<file path="config.mk">
export PLATFORM = sky130hd
export DESIGN_NAME = uart_receiver
export DESIGN_NICKNAME = d
export VERILOG_FILES = /design/src/rtl/uart_receiver.sv
export SDC_FILE = /design/constraint.sdc
export NUM_CORES = 1
export LEC_CHECK = 0
export CORE_MARGIN = 1.5
export CORE_UTILIZATION = 51
export DETAILED_ROUTE_END_ITERATION = 12
export HOLD_SLACK_MARGIN = 0.06
export PLACE_DENSITY = 0.74
export SETUP_SLACK_MARGIN = 0.15
export SYNTH_ARGS = -nofsm -noshare
export SYNTH_HDL_FRONTEND = slang
export SYNTH_SLANG_ARGS = --single-unit
</file>
<file path="constraint.sdc">
create_clock -name Clock -period 1.3 [get_ports Clock]
set_input_delay 0.13 -clock Clock [delete_from_list [all_inputs] [get_ports Clock]]
set_output_delay 0.13 -clock Clock [all_outputs]
set_load 0.01 [all_outputs]
</file>
<file path="src/rtl/uart_receiver.sv">
// 8N1 UART receive stage: 2-flop input synchronizer, mid-bit sampling FSM and
// a one-entry holding register with valid/ready handshake plus error pulses.
module uart_receiver #(
  parameter int unsigned CLKS_PER_BIT = 10416,
  parameter int unsigned HALF_BIT     = CLKS_PER_BIT / 2
) (
  input  logic       Clock,
  input  logic       reset,
  input  logic       RxD,
  input  logic       rx_ready,
  output logic [7:0] rx_data,
  output logic       rx_valid,
  output logic       frame_error,
  output logic       overrun
);

  localparam int unsigned   TW        = (CLKS_PER_BIT > 1) ? $clog2(CLKS_PER_BIT) : 1;
  localparam logic [TW-1:0] BIT_LAST  = TW'(CLKS_PER_BIT - 1);
  localparam logic [TW-1:0] HALF_LAST = TW'(HALF_BIT - 1);

  typedef enum logic [2:0] {
    S_IDLE,
    S_START,
    S_DATA,
    S_STOP,
    S_BREAK_WAIT
  } state_t;

  logic [1:0]    rst_sync_q;
  logic          rst_n;
  logic [1:0]    sync_q;
  logic          rxs;

  state_t        state_q, state_d;
  logic [TW-1:0] timer_q, timer_d;
  logic [2:0]    bitidx_q, bitidx_d;
  logic [7:0]    shift_q, shift_d;
  logic          done;
  logic          ferr_d;

  logic [7:0]    data_q, data_d;
  logic          valid_q, valid_d;
  logic          ferr_q;
  logic          ovr_q, ovr_d;

  // Reset asserts asynchronously; release is re-timed to Clock.
  always_ff @(posedge Clock or negedge reset) begin
    if (!reset) rst_sync_q <= '0;
    else        rst_sync_q <= {rst_sync_q[0], 1'b1};
  end

  assign rst_n = rst_sync_q[1];

  always_ff @(posedge Clock or negedge rst_n) begin
    if (!rst_n) sync_q <= '1;
    else        sync_q <= {sync_q[0], RxD};
  end

  assign rxs = sync_q[1];

  always_ff @(posedge Clock or negedge rst_n) begin
    if (!rst_n) begin
      state_q  <= S_IDLE;
      timer_q  <= '0;
      bitidx_q <= '0;
      shift_q  <= '0;
      data_q   <= '0;
      valid_q  <= 1'b0;
      ferr_q   <= 1'b0;
      ovr_q    <= 1'b0;
    end else begin
      state_q  <= state_d;
      timer_q  <= timer_d;
      bitidx_q <= bitidx_d;
      shift_q  <= shift_d;
      data_q   <= data_d;
      valid_q  <= valid_d;
      ferr_q   <= ferr_d;
      ovr_q    <= ovr_d;
    end
  end

  always_comb begin
    state_d  = state_q;
    timer_d  = timer_q + 1'b1;
    bitidx_d = bitidx_q;
    shift_d  = shift_q;
    done     = 1'b0;
    ferr_d   = 1'b0;
    unique case (state_q)
      S_IDLE: begin
        timer_d  = '0;
        bitidx_d = '0;
        if (!rxs) state_d = S_START;
      end
      S_START: begin
        if (timer_q == HALF_LAST) begin
          timer_d  = '0;
          bitidx_d = '0;
          state_d  = rxs ? S_IDLE : S_DATA;
        end
      end
      S_DATA: begin
        if (timer_q == BIT_LAST) begin
          timer_d  = '0;
          shift_d  = {rxs, shift_q[7:1]};
          bitidx_d = bitidx_q + 1'b1;
          if (bitidx_q == 3'd7) state_d = S_STOP;
        end
      end
      S_STOP: begin
        if (timer_q == BIT_LAST) begin
          timer_d = '0;
          if (rxs) begin
            done    = 1'b1;
            state_d = S_IDLE;
          end else begin
            ferr_d  = 1'b1;
            state_d = S_BREAK_WAIT;
          end
        end
      end
      S_BREAK_WAIT: begin
        timer_d = '0;
        if (rxs) state_d = S_IDLE;
      end
      default: begin
        timer_d = '0;
        state_d = S_IDLE;
      end
    endcase
  end

  // A completed byte loads only if the slot is empty or drained this cycle.
  always_comb begin
    data_d  = data_q;
    valid_d = valid_q;
    ovr_d   = 1'b0;
    if (valid_q && rx_ready) valid_d = 1'b0;
    if (done) begin
      if (!valid_q || rx_ready) begin
        data_d  = shift_q;
        valid_d = 1'b1;
      end else begin
        ovr_d = 1'b1;
      end
    end
  end

  assign rx_data     = data_q;
  assign rx_valid    = valid_q;
  assign frame_error = ferr_q;
  assign overrun     = ovr_q;

endmodule

</file>
# Word level (Yosys, flattened, before mapping)
# Cells that the tools add are included.
[word_totals]
ff_bits = 43
inputBits = 4
output_inout_bits = 11
wordCells = 61
[op_classes]
n_addsub = 2
n_eq_ne = 13
muxes = 26
n_reduce_logical = 10
[op_table]
columns = ["op", "n"]
rows = [
  ["two-way mux 14 bit", 2],
  ["case mux 14 bit (2 select lines)", 1],
  ["two-way mux 3 bit", 9],
  ["case mux 3 bit (5 select lines)", 1],
  ["adder 14 x 1 -> 14 bit (second input constant)", 1],
  ["equality test 14 x 13 -> 1 bit (second input constant)", 1],
  ["equality test 14 bit (second input constant)", 1],
  ["!= test 2 bit (second input constant)", 6],
  ["two-way mux 1 bit", 11],
  ["case mux 3 bit (3 select lines)", 1],
  ["equality test 3 x 2 -> 1 bit (second input constant)", 2],
  ["equality test 3 bit (second input constant)", 2],
  ["AND reduction 6 bit", 1],
  ["AND reduction 2 bit", 2],
  ["adder 3 x 1 -> 3 bit (second input constant)", 1],
  ["equality test 3 x 1 -> 1 bit (second input constant)", 1],
  ["zero test 3 bit", 1],
  ["AND reduction 3 bit", 1],
  ["nonzero test 3 bit", 1],
  ["two-way mux 2 bit", 1],
  ["OR reduction 2 bit", 1],
  ["logical AND 1 bit", 1],
  ["zero test 1 bit", 1],
  ["logical OR 1 bit", 1],
]

# Logic depth before layout (Yosys ltp)
[depth]
ltp_word = 4
mapped_depth = 7
mapped_depth_nobuf = 5

# Least setup slack after synthesis
# Ideal clock, no wire load.
[synth_path]
kind = "reg-to-reg"
startpoint = "register timer_q[0]"
endpoint = "register data_q[0] (netlist: rx_data[0])"
setup_ns = 0.125
arrival_time_ns = 1.584
t_required_ns = 1.175
path_slack_ns = -0.408
stages_incl_launch_ff = 7
path_buffers = 1
synth_period_minus_slack_ns = 1.708
cell_sequence = "dfrtp_1 > ha_1 > and3_1 > and4_1 > buf_6 > nand4_4 > mux2_2"
[synth_between]
elab_chain_len = 4
[synth_lines]
columns = ["element", "line", "source"]
rows = [
  ["start, declared", "35", "logic [TW-1:0] timer_q, timer_d;"],
  ["start signal, assigned", "73", "timer_q <= timer_d;"],
  ["equality test 14 bit", "112", "if (timer_q == BIT_LAST) begin"],
  ["two-way mux 1 bit", "112", ""],
  ["two-way mux 1 bit", "90", "unique case (state_q)"],
  ["AND reduction 2 bit (no line)", "-", ""],
  ["end signal, assigned", "76", "data_q <= data_d;"],
  ["end, declared", "41", "logic [7:0] data_q, data_d;"],
]
# No other way between the ends.
# A chain may end at the register's enable or synchronous reset.

# Worst setup path in the final report
[layout_path]
startpoint = "register timer_q[12]"
endpoint = "register shift_q[1]"
[layout_between]
elab_chain_len = 2
[layout_lines]
columns = ["element", "line", "source"]
rows = [
  ["equality test 14 bit", "104", "if (timer_q == BIT_LAST) begin"],
  ["AND reduction 2 bit (no line)", "-", ""],
  ["end signal, assigned", "75", "shift_q <= shift_d;"],
  ["end, declared", "37", "logic [7:0] shift_q, shift_d;"],
]
# No other way between the ends.

==> metrics.txt <==
P_int=2.46 mW; final instance area=approximately 2700 um2; Final Worst Setup Slack=-0.424 ns; top cell type's share of synthesized area=52.4%; crit share post-route=133%; largest net degree at the start of global routing=18; Post-Place Cells=~260; Initial Util=53.1%; P&R area growth vs syn=39.1%; Iter 0 DRT Violations=roughly 130; failing checks=setup timing; nature of the critical path endpoint=flop; Cell variety after synth=41; Max Slew Vio Count=0; Placement Cell Area=2470 um2; CP arrival=1.91 ns; CP Launch Type=flop; post-synth top area cell=dfrtp_1; clk_lat worst skew=0.30 ns; status=complete, but fails checks; Final Skew=0.0102 ns; clk root buf=clkbuf_8; Total Power=3.40 mW; DIE HEIGHT=65.0 um; CTS Sinks=43; RSZ-0062 raised after global routing=yes; TritonCTS Buffers=5; Clk pwr share=a little under a third; Overflow after GRT=0; Post-Syn Nets=about 170; Reg clk slew, reported paths=0.09 ns; async set-reset flop share out of synthesis=100%; hold_ws=roughly 0.18 ns; post-detail-place hpwl=~3.1 mm; mapped cell area=roughly 2000 um2; FMAX=580 MHz; crit path max fanout=8; Max H-tree Level=2; Logic pwr share=a little under a quarter; Sw Share=between 20% and 30%; RePlAce Congestion=between 0.8 and 0.9; fin nets=roughly 230; CTS tree=built; critical path class=flop to flop; Vias per Instance=5.58; IO Count=15; leak pwr=around 1.3 nW; final hold viol count=0; Syn. warnings=0; initial antenna violation count=0; FF+latch count, synth=43; worst ir drop on vdd=between 1 and 1.5 mV; row count=22; clk buf depth=2; count of input and output buffers=14; final setup TNS=-14.27 ns; Routed WL=between 4 and 5 mm; switching power=934 uW; vias in the first global route=1533; Post-synth EDFFs=0; post-synthesis cell count=~160; TritonRoute pass-1 iters=4; post-route ant nets=0; top cells by area, synth=dfrtp_1, mux2_2, xnor2_1, nor2_1, dfstp_2; Mapped Avg Cell Area=12.1 um2; layout cells sized above 1=roughly two fifths; sequential share of power=46.6%; Residual DRC=0; CP required=between 1 and 1.5 ns; GRT Util Overall=23.3%; Finished Layout Cells=269; ys flop type=dfrtp_1; ant diodes=0; die area=4220 um2; routed vias=1500; max_cap viols=0; first-pass GRT wire length=~7.3 mm; CORE AREA=3690 um2; Die X=65.0 um; WL/cell=16.0 um; PD cells=1250 nW/um2; # setup viols final=39; min Tclk post-route=1.72 ns; Seq/Total Area, Yosys=a little under three fifths; worst min path class=flop to async pin
cells by family after synthesis:
kind of cell | after synthesis | synth area share [%]
buf+inv | 11 | 2.75
xor+xnor | 11 | 4.92
flops | 43 | 55.0
compound gates | 14 | 5.81
other cells | 1 | 0.191
mux | 18 | 10.3
fa+ha+maj | 3 | 1.92
simple gates | 61 | 19.0
what timing repair did:
item	in CTS	in global routing
buffers inserted	0	4
hold endpoints to repair	2	0
hold buffers	1	0
pin swaps	5	4
endpoints found under the setup margin	50	39
resized for setup	28	9
cell type report:
cell class              instances  area (um2)
repair buffers                 57         499
clock inverters                 3        43.8
clock buffers                   5        68.8
inverters                       5        18.8
multi-input cells             108         953
fillers                       249         963
well taps                      48        60.1
flip-flops and latches         43        1080
critical path, stage by stage (launching register included):
cell      delay [ns]
dfrtp_1         0.39
nor4bb_1        0.31
and4_4          0.28
and3_4          0.19
buf_12          0.13
mux2_4          0.31
state kept, by name, summed over array words and instances (netlist names):
name and count:
bitidx_q 3, rst_sync_q 2, rx_data 8, state_q 3, shift_q 8, rx_valid 1
timer_q 14, frame_error 1, sync_q 2, overrun 1
through the flow:
stage	utilization, %	setup WS (ns)
floorplan	-	-0.372
global placement	67.0	-0.391
detailed placement	67.0	-0.449
CTS	72.1	-0.433
global route	73.9	-0.504
finish	73.9	-0.424
path summary, 6_finish.rpt:
check | slack (ns) | end | cells after the start | from
worst max-delay path | -0.42 | shift_q[1] | 5 | timer_q[12]
worst min-delay path | 0.18 | shift_q[5] | 0 | rst_sync_q[1]
worst max register to register | -0.42 | shift_q[1] | 5 | timer_q[12]
worst min register to register | 0.18 | shift_q[5] | 0 | rst_sync_q[1]
max in group asynchronous | 0.63 | rx_valid | 1 | rst_sync_q[1]
min in group Clock | 0.24 | sync_q[0] | 1 | RxD
routing by layer:
metal / up-vias / wire, um / part of all wire [%] / track usage [%]
met3: 4 / 158 / 3.7 / 5.38
li1: 695 / - / - / -
met4: 0 / 35 / 0.81 / 7.45
met5: - / 0 / 0 / 0
met1: 762 / 1760 / 41 / 28.4
met2: 39 / 2350 / 55 / 40.7
cells in the mapped netlist (all sizes together) (2+ instances only):
cell type,count
nand2b,2
nor3,4
buf,5
ha,3
xor2,4
xnor2,7
nor4bb,2
o221ai,3
nand2,8
nand3,5
a21oi,5
nor2b,2
nor3b,2
dfrtp,41
dfstp,2
and4,3
nand4,8
inv,4
and2,2
nor2,15
and4bb,2
and3,2
o22ai,2
mux2,18
power by group through the flow:
stage / Clock, mW / Combinational [mW] / Sequential [mW]
floorplan: 0 / 0.334 / 1.61
global placement: 0 / 0.677 / 1.58
detailed placement: 0 / 0.704 / 1.59
CTS: 1.06 / 0.738 / 1.58
global route: 1.12 / 0.850 / 1.60
finish: 1.04 / 0.776 / 1.58
placed cells by master, fill, tap and decap left out, types with 2 or more instances in the layout:
cell / synthesis / final
dfrtp_1: 41 / 39
xor2_1: 4 / 4
a21oi_1: 5 / 3
o22ai_1: 2 / 2
nand3_2: 0 / 2
buf_12: 0 / 2
nor3b_1: 2 / 2
nor4bb_1: 2 / 2
and3_4: 0 / 2
buf_8: 0 / 2
clkbuf_8: 0 / 5
mux2_2: 17 / 7
nand3_1: 5 / 3
nor3_1: 3 / 2
dfstp_2: 2 / 2
nand4_1: 7 / 7
nand2b_1: 2 / 2
nor2b_1: 2 / 2
o221ai_2: 0 / 3
buf_4: 0 / 36
nor3_2: 1 / 2
xnor2_1: 7 / 7
inv_1: 4 / 4
nor2_1: 15 / 14
clkdlybuf4s50_1: 0 / 3
dlygate4sd2_1: 0 / 11
buf_6: 1 / 2
ha_1: 3 / 2
dfrtp_2: 0 / 2
and4_4: 0 / 2
mux2_4: 0 / 11
nand2_1: 8 / 8
No activity file was read; power rests on OpenSTA's default activity.
